--- src/rtl/bus_trace_monitor_if.sv ---
// bus_trace_monitor_if: snooped CPU bus plus trace drain port for bus_trace_monitor.
// Entry width grows by TS_W when TRACE_TIMESTAMP_EN is defined.
interface bus_trace_monitor_if #(
   parameter int ADDR_W = 32,
   parameter int DATA_W = 32,
   parameter int DEPTH  = 16,
   parameter int TS_W   = 16
);
   localparam int TS_BITS = `ifdef TRACE_TIMESTAMP_EN TS_W `else 0 * TS_W `endif ;
   localparam int ENT_W   = TS_BITS + 4 + ADDR_W + DATA_W;
   localparam int CNT_W   = $clog2(DEPTH) + 1;

   logic              traceEn;
   logic              trcClr;
   logic              busEn;
   logic              busWe;
   logic [2:0]        strb;
   logic [ADDR_W-1:0] busAddr;
   logic [DATA_W-1:0] busWData;
   logic [DATA_W-1:0] busRData;
   logic              trcValid;
   logic              trcReady;
   logic [ENT_W-1:0]  trcData;
   logic [CNT_W-1:0]  trcCount;
   logic              full;
   logic [15:0]       ovfCnt;

   modport master (
      output traceEn, trcClr, busEn, busWe, strb, busAddr, busWData, busRData, trcReady,
      input  trcValid, trcData, trcCount, full, ovfCnt
   );

   modport slave (
      input  traceEn, trcClr, busEn, busWe, strb, busAddr, busWData, busRData, trcReady,
      output trcValid, trcData, trcCount, full, ovfCnt
   );
endinterface

--- src/rtl/bus_trace_monitor.sv ---
// bus_trace_monitor: snoops the data bus and queues filtered accesses in a show-ahead trace FIFO.
// Optional TRACE_TIMESTAMP_EN prefixes each entry with a free-running cycle count.
module bus_trace_monitor #(
   parameter int                ADDR_W   = 32,
   parameter int                DATA_W   = 32,
   parameter int                DEPTH    = 16,
   parameter logic [ADDR_W-1:0] WIN_BASE = '0,
   parameter logic [ADDR_W-1:0] WIN_MASK = '0,
   parameter int                MODE     = 0,
   parameter int                WRAP     = 0,
   parameter int                TS_W     = 16
) (
   input logic                 clk,
   input logic                 reset,
   bus_trace_monitor_if.slave  trc
);
   localparam int TS_BITS = `ifdef TRACE_TIMESTAMP_EN TS_W `else 0 * TS_W `endif ;
   localparam int ENT_W   = TS_BITS + 4 + ADDR_W + DATA_W;
   localparam int PTR_W   = $clog2(DEPTH);
   localparam int CNT_W   = PTR_W + 1;

   logic [ENT_W-1:0]  r_mem [DEPTH];
   logic [PTR_W-1:0]  r_wr_ptr;
   logic [PTR_W-1:0]  r_rd_ptr;
   logic [CNT_W-1:0]  r_count;
   logic [15:0]       r_ovf;

   logic              w_mode_ok;
   logic              w_win;
   logic              w_push;
   logic              w_pop;
   logic              w_full;
   logic              w_ovf;
   logic              w_wr;
   logic [DATA_W-1:0] w_data;
   logic [ENT_W-1:0]  w_entry;

   always_comb begin
      w_mode_ok = (MODE == 1) ? trc.busWe : (MODE == 2) ? !trc.busWe : 1'b1;
      w_win     = (trc.busAddr & WIN_MASK) == (WIN_BASE & WIN_MASK);
      w_full    = r_count == CNT_W'(DEPTH);
      w_push    = trc.traceEn && trc.busEn && w_win && w_mode_ok && !trc.trcClr;
      w_pop     = (r_count != '0) && trc.trcReady && !trc.trcClr;
      // A push into a full FIFO without a pop is an overflow; WRAP still stores it.
      w_ovf     = w_push && w_full && !w_pop;
      w_wr      = w_push && (!w_full || w_pop || WRAP != 0);
      w_data    = trc.busWe ? trc.busWData : trc.busRData;
   end

`ifdef TRACE_TIMESTAMP_EN
   logic [TS_W-1:0] r_ts;

   always_ff @(posedge clk or negedge reset)
      if (!reset) r_ts <= '0;
      else        r_ts <= r_ts + TS_W'(1);

   assign w_entry = {r_ts, trc.busWe, trc.strb, trc.busAddr, w_data};
`else
   assign w_entry = {trc.busWe, trc.strb, trc.busAddr, w_data};
`endif

   always_ff @(posedge clk)
      if (w_wr) r_mem[r_wr_ptr] <= w_entry;

   always_ff @(posedge clk or negedge reset)
      if (!reset) begin
         r_wr_ptr <= '0;
         r_rd_ptr <= '0;
         r_count  <= '0;
         r_ovf    <= '0;
      end else if (trc.trcClr) begin
         r_wr_ptr <= '0;
         r_rd_ptr <= '0;
         r_count  <= '0;
         r_ovf    <= '0;
      end else begin
         if (w_wr) r_wr_ptr <= r_wr_ptr + PTR_W'(1);
         if (w_pop || (w_ovf && WRAP != 0)) r_rd_ptr <= r_rd_ptr + PTR_W'(1);
         if (w_wr && !w_pop && !w_full) r_count <= r_count + CNT_W'(1);
         else if (w_pop && !w_push)     r_count <= r_count - CNT_W'(1);
         if (w_ovf && r_ovf != 16'hFFFF) r_ovf <= r_ovf + 16'd1;
      end

   assign trc.trcValid = r_count != '0;
   assign trc.trcData  = r_mem[r_rd_ptr];
   assign trc.trcCount = r_count;
   assign trc.full     = w_full;
   assign trc.ovfCnt   = r_ovf;
endmodule

--- src/flat_wrapper.sv ---
// flat-port wrapper written by rule: the top's interface ports become plain ports
module bus_trace_monitor_flat 
#(
   parameter int                ADDR_W   = 32,
   parameter int                DATA_W   = 32,
   parameter int                DEPTH    = 16,
   parameter logic [ADDR_W-1:0] WIN_BASE = '0,
   parameter logic [ADDR_W-1:0] WIN_MASK = '0,
   parameter int                MODE     = 0,
   parameter int                WRAP     = 0,
   parameter int                TS_W     = 16
)
  (clk, reset, trc_traceEn, trc_trcClr, trc_busEn, trc_busWe, trc_strb, trc_busAddr, trc_busWData, trc_busRData, trc_trcReady, trc_trcValid, trc_trcData, trc_trcCount, trc_full, trc_ovfCnt);
  bus_trace_monitor_if #(.ADDR_W(ADDR_W), .DATA_W(DATA_W), .DEPTH(DEPTH), .TS_W(TS_W)) trc_i ();
  input logic clk;
  input logic reset;
  input wire logic [$bits(trc_i.traceEn)-1:0] trc_traceEn;
  input wire logic [$bits(trc_i.trcClr)-1:0] trc_trcClr;
  input wire logic [$bits(trc_i.busEn)-1:0] trc_busEn;
  input wire logic [$bits(trc_i.busWe)-1:0] trc_busWe;
  input wire logic [$bits(trc_i.strb)-1:0] trc_strb;
  input wire logic [$bits(trc_i.busAddr)-1:0] trc_busAddr;
  input wire logic [$bits(trc_i.busWData)-1:0] trc_busWData;
  input wire logic [$bits(trc_i.busRData)-1:0] trc_busRData;
  input wire logic [$bits(trc_i.trcReady)-1:0] trc_trcReady;
  output wire logic [$bits(trc_i.trcValid)-1:0] trc_trcValid;
  output wire logic [$bits(trc_i.trcData)-1:0] trc_trcData;
  output wire logic [$bits(trc_i.trcCount)-1:0] trc_trcCount;
  output wire logic [$bits(trc_i.full)-1:0] trc_full;
  output wire logic [$bits(trc_i.ovfCnt)-1:0] trc_ovfCnt;
  assign trc_i.traceEn = trc_traceEn;
  assign trc_i.trcClr = trc_trcClr;
  assign trc_i.busEn = trc_busEn;
  assign trc_i.busWe = trc_busWe;
  assign trc_i.strb = trc_strb;
  assign trc_i.busAddr = trc_busAddr;
  assign trc_i.busWData = trc_busWData;
  assign trc_i.busRData = trc_busRData;
  assign trc_i.trcReady = trc_trcReady;
  assign trc_trcValid = trc_i.trcValid;
  assign trc_trcData = trc_i.trcData;
  assign trc_trcCount = trc_i.trcCount;
  assign trc_full = trc_i.full;
  assign trc_ovfCnt = trc_i.ovfCnt;
  bus_trace_monitor #(.ADDR_W(ADDR_W), .DATA_W(DATA_W), .DEPTH(DEPTH), .WIN_BASE(WIN_BASE), .WIN_MASK(WIN_MASK), .MODE(MODE), .WRAP(WRAP), .TS_W(TS_W)) u_core (.clk(clk), .reset(reset), .trc(trc_i));
endmodule
--- config.mk ---
export PLATFORM = sky130hd
export DESIGN_NAME = bus_trace_monitor_flat
export DESIGN_NICKNAME = d
export VERILOG_FILES = /design/src/rtl/bus_trace_monitor_if.sv /design/src/rtl/bus_trace_monitor.sv /design/src/flat_wrapper.sv
export SDC_FILE = /design/constraint.sdc
export NUM_CORES = 1
export LEC_CHECK = 0
export CORE_MARGIN = 1.5
export CORE_UTILIZATION = 50
export DETAILED_ROUTE_END_ITERATION = 12
export GPL_ROUTABILITY_DRIVEN = 0
export GPL_TIMING_DRIVEN = 0
export PLACE_DENSITY = 0.71
export SLEW_MARGIN = 20
export SYNTH_ARGS = -nofsm -noshare
export SYNTH_HDL_FRONTEND = slang
export SYNTH_SLANG_ARGS = --single-unit
--- constraint.sdc ---
create_clock -name clk -period 3.35 [get_ports clk]
set_input_delay 0.67 -clock clk [delete_from_list [all_inputs] [get_ports clk]]
set_output_delay 0.67 -clock clk [all_outputs]
set_load 0.05 [all_outputs]
# Word-level counts from Yosys, hierarchy flattened
# Memories as Yosys holds them, arrays and structs flattened.
# Index checks and enable logic that the tools add are counted.
[op_classes] n_eq_ne=2 n_addsub=5 reduce_logical=21 n_mux=12
[op_table] op="$mux W16" count=2
[op_table] op="$mux W32" count=1
[op_table] op="$add A16 B1 Y16 const B" count=1
[op_table] op="$mux W4" count=4
[op_table] op="$ne A16 B16 Y1 const B" count=1
[op_table] op="$mux W5" count=3
[op_table] op="$logic_and A1 B1 Y1" count=11
[op_table] op="$add A4 B1 Y4 const B" count=2
[op_table] op="$reduce_bool A2 Y1" count=3
[op_table] op="$add A5 B1 Y5 const B" count=1
[op_table] op="$eq A5 B5 Y1 const B" count=1
[op_table] op="$reduce_bool A5 Y1" count=1
[op_table] op="$sub A5 B1 Y5 const B" count=1
[op_table] op="$logic_not A1 Y1" count=4
[op_table] op="$reduce_bool A3 Y1" count=1
[op_table] op="$mux W1" count=2
[op_table] op="$logic_or A1 B1 Y1" count=1
[word_totals] memories=1 word_cells=45 register_bits=29 ramBits=1088
[memory_table] memory="u_core.r_mem" depth=16 width=68 read_ports=1 rd_ports_with_merged_regs=0 wr=1 line="bus_trace_monitor.sv:22" rtl="logic [ENT_W-1:0] r_mem [DEPTH];"

# Depth between registers and ports, before layout
[depth] depth_word=9 mapped_depth=9

# Worst setup path after synthesis
# No wires, ideal clock.
[synth_timing] path_kind="reg-to-reg" startpoint="register u_core.r_count[0] (netlist: u_core.trc.trcCount[0])" endpoint="memory u_core.r_mem[4][0] (netlist name), enable pin" setup_slack_ns=-0.218 t_arrival_ns=3.134 path_buffers=1 required_time_ns=2.916 stages_incl_launch_ff=7 period_less_slack_ns=3.568 cell_sequence="dfrtp_1 nor4_4 a21oi_1 clkbuf_1 nand2_1 nor2_1 and2_1"
[synth_via] elab_chain_cells=7
[synth_lines] element="start, declared" line="bus_trace_monitor.sv:25" rtl="logic [CNT_W-1:0] r_count;"
[synth_lines] element="start signal, assigned" line="bus_trace_monitor.sv:79" rtl="if (w_wr && !w_pop && !w_full) r_count <= r_count + CNT_W'(1);"
[synth_lines] element="start signal, assigned" line="bus_trace_monitor.sv:80" rtl="else if (w_pop && !w_push) r_count <= r_count - CNT_W'(1);"
[synth_lines] element="$reduce_bool A5 Y1" line="bus_trace_monitor.sv:43" rtl="w_pop = (r_count != '0) && trc.trcReady && !trc.trcClr;"
[synth_lines] element="$logic_and A1 B1 Y1 (2 in a row)" line="bus_trace_monitor.sv:43"
[synth_lines] element="$logic_or A1 B1 Y1 *" line="bus_trace_monitor.sv:46" rtl="w_wr = w_push && (!w_full || w_pop || WRAP != 0);"
[synth_lines] element="$logic_and A1 B1 Y1 *" line="bus_trace_monitor.sv:46"
[synth_lines] element="$mux W1 *" line="bus_trace_monitor.sv:63" rtl="if (w_wr) r_mem[r_wr_ptr] <= w_entry;"
[synth_lines] element="$mux W1 (not written as such) *" line="bus_trace_monitor.sv:63"
[synth_lines] element="end, declared" line="bus_trace_monitor.sv:22"
# Every way passes the cells marked *; elsewhere a longest branch is shown, timed or not.

# Final worst setup path
[layout_timing] startpoint="register u_core.r_rd_ptr[0]" endpoint="output trc_trcData[41]"
[layout_via] elab_chain_cells=1
[layout_lines] element="start, declared" line="bus_trace_monitor.sv:24" rtl="logic [PTR_W-1:0] r_rd_ptr;"
[layout_lines] element="start signal, assigned" line="bus_trace_monitor.sv:78" rtl="if (w_pop || (w_ovf && WRAP != 0)) r_rd_ptr <= r_rd_ptr + PTR_W'(1);"
[layout_lines] element="$mem_v2 Z16 W68"
[layout_lines] element="end, declared" line="flat_wrapper.sv:27" rtl="output wire logic [$bits(trc_i.trcData)-1:0] trc_trcData;"
# Every way passes these cells.

==> flow_summary.ini <==
[worst_setup_path]
cp_max_fo = 6
start_kind = flip-flop
reg2reg_from = u_core.trc.trcCount[4]
crit_path_end_kind = primary output
crit_slowest_cell = dfrtp_1
crit_family = buffers and inverters
r2r_cells = 7
cp.arrival_ns = 2.84
crit_chain = buf_8 > buf_6 > clkbuf_16 > clkbuf_16 > mux2i_2 > a221oi_4 > o21ai_1 > nand2_2 > buf_8
worst_path_largest_cell_delay_ns = 0.41
r2r-end = u_core.r_mem[5][21]
crit_required_ns = 2.68
criticalPathCategory = flip-flop to primary output
critPathBufInv = 5
r2r_slack_ns = 0.19

[logic_synthesis]
yosysUniqueCellTypes = 47
synth.most_common_cell = edfxtp_1
syn_avg_cell_area_um2 = 19.3
synth_ff_type = edfxtp_1
netlist_area_um2 = 43700
ys_warn_count = 0
ys_async_sr_fraction = 0.0260
yosys.area.top_type_share = 0.747
synth_compound_area_frac = 0.0525
yosysTopAreaCell = edfxtp_1
ys_seq_area_frac = 0.764
synthTopCellsByArea = edfxtp_1, mux4_2, mux2i_1
syn_nets = 2381
synth_top_family_by_area = multiplexers
synth-simple-area-share = 0.0196
synthMuxAreaShare = 0.144
netlist_top_cells_count = edfxtp_1, mux2i_1, o21ai_0
synth-edff-count = 1088
ys_seq_elements = 1117
synth-xor-area-share = 0.00361
synth_fa_ha_area_frac = 0.00332
synth_cells = 2264

[timing]
tightest_slew_ns = 0.946
slew_violations = 0
finalSetupTns_ns = -1.45
period_share = 1.05
hold_viol = 0
rsz0062_at_grt = yes
holdWs_ns = 0.0334
setup_viol = 33
skew_ns = 0.0261
max_freq_mhz = 285
finalCriticalPeriod_ns = 3.51
setup_ws_ns = -0.156
slew_headroom = 0.369

[run_status]
violations = setup timing
outcome = finished with violations

[floorplanning]
die_h_um = 299
initial_core_util = 0.504
core_um2 = 86800
fp-row-count = 108
dieArea_um2 = 89200
die_w_um = 299
ios = 197

[grt]
met2_usage = 0.411
grt_util_met3 = 0.0433
grt_pass1_wl_mm = 155
grt_use_total = 0.238
busiest_layer = met2
use_met1 = 0.298
grt_pass1_vias = 23851
grt_overflow = 0
antenna_found_initial = 7
grt_start_max_net_pins = 42

[placed_design]
portBuffers = 196
dpl-instance-area_um2 = 47700
dp_hpwl_mm = 65.0

[cells_and_area]
area_growth_pct = 24.0
num-fill-cells = 5732
regArea_um2 = 33400
final_nets = 2731
drive_above_1_share = 0.321
postLayoutCoreUtil = 0.625
multiInputGateArea_um2 = 11100
design_area_um2 = 54200

[power_and_ir_drop]
p_seq_frac = 0.423
clkPwrFrac = 0.331
power.total_mw = 36.7
power_switching_mw = 10.1
ir_worst_vdd_mv = 0.487
internal-power_mw = 26.6
p_per_area_nw_per_um2 = 678
swShare = 0.275
power_frac_comb = 0.246
cellLeakagePower_nw = 17.4

[drt]
viasPerCell = 6.11
wl_mm = 110
drcViolationCount = 0
ant_nets = 0
post_drt_wl_per_cell_um = 28.5
routed-via-count = 23610
drt_first_pass_iters = 5
drtIter0Drc = 2746

[clock_network]
cts_buffers = 105
cts_max_level = 3
clk_latency_ns = 0.71
clk_pin_slew_worst_paths_ns = 0.06
numClockSinks = 1117
cts_tree = built
clockRootBuffer = clkbuf_16
clockBufferDepth = 3

[run]
cap_violations = 0

[worst_hold_path]
hp-class = input port to asynchronous set/reset pin
## through the flow
step,instances,setup WS [ns]
6_report,3865,-0.156
4_1_cts,3852,-0.130
5_1_grt,3864,-0.184
3_3_place_gp,3615,-1.19
2_1_floorplan,2264,0.382
3_5_place_dp,3641,-1.13
## power by group through the flow
stage | logic, mW | registers, mW | clock network (mW)
2_1_floorplan | 4.67 | 15.9 | 0
3_3_place_gp | 6.80 | 15.8 | 0
3_5_place_dp | 6.95 | 15.8 | 0
4_1_cts | 8.24 | 15.6 | 12.2
5_1_grt | 9.36 | 15.6 | 12.8
6_report | 9.02 | 15.6 | 12.2
## worst max-delay path by stage
stage                                        end  slack [ns]                   start  cells after the start
final                            trc_trcData[41]       -0.16      u_core.r_rd_ptr[0]                      9
after global routing             trc_trcData[41]       -0.18      u_core.r_rd_ptr[0]                      9
after CTS                        trc_trcData[25]       -0.13      u_core.r_rd_ptr[0]                      9
after detailed placement         trc_trcData[59]       -1.13      u_core.r_rd_ptr[2]                      9
after global placement       u_core.r_mem[9][44]       -1.19            trc_trcReady                      7
after floorplan           u_core.trc.trcCount[4]        0.38  u_core.trc.trcCount[1]                      9
## final cells by class
| type | instances | area share |
|---|---|---|
| flip-flops and latches | 1117 | 0.616 |
| multi-input cells | 1015 | 0.205 |
| repair buffers | 247 | 0.0581 |
| clock buffers | 125 | 0.0499 |
| plain buffers | 122 | 0.0277 |
| well taps | 1155 | 0.0267 |
| clock inverters | 73 | 0.0152 |
| inverters | 6 | 0.000416 |
| diodes | 5 | 0.000231 |
## registers in the layout, indices dropped and copies added, names as in the netlist
register,cells
u_core.trc.trcCount,5
u_core.trc.ovfCnt,16
u_core.r_mem,1088
u_core.r_rd_ptr,4
u_core.r_wr_ptr,4
## placed cells by master (no fill, tap or decap), drive strengths merged, types with 13 or more instances in the layout
| master | count |
|---|---|
| dfrtp | 29 |
| mux4 | 136 |
| a221oi | 68 |
| bufinv | 15 |
| nor2 | 25 |
| clkbuf | 198 |
| mux2 | 105 |
| mux2i | 205 |
| nand3 | 14 |
| xnor2 | 13 |
| and2 | 13 |
| clkinv | 51 |
| buf | 169 |
| edfxtp | 1088 |
| a22oi | 68 |
| nand2 | 85 |
| a21oi | 80 |
| clkdlybuf4s50 | 126 |
| o21ai | 139 |
## cell families (layout without fill, tap and decap cells)
group | Yosys count | after routing
AOI/OAI and AO/OA | 367 | 367
xor gates and xnor gates | 18 | 18
adders and majority gates | 11 | 11
buffers and inverters | 132 | 573
DFF | 1117 | 1117
muxes | 446 | 446
other | 0 | 5
and+or+nand+nor | 173 | 173
## per-layer routing
metal	up-vias	part of all wire
met5	-	0.00024
met1	12249	0.38
met2	1102	0.52
li1	10036	-
met3	219	0.073
met4	4	0.031
## timing repair
action | 4_1_cts | 5_1_grt
gates resized for setup | 868 | 328
setup endpoints to repair | 69 | 68
gates cloned | 6 | 10
pin swaps | 45 | 126
hold buffers | 0 | 0
hold endpoints to repair | 0 | 0
setup buffers | 8 | 5
## worst register-to-register path: stages, from the launching register on
cell and delay, ns:
dfrtp_1 0.45, nor2b_1 0.20, a21oi_1 0.34, clkbuf_1 0.42
nand2_1 0.10, nor2_1 0.29, and2_4 0.68, buf_12 0.34
No activity file was read; power rests on OpenSTA's default activity.
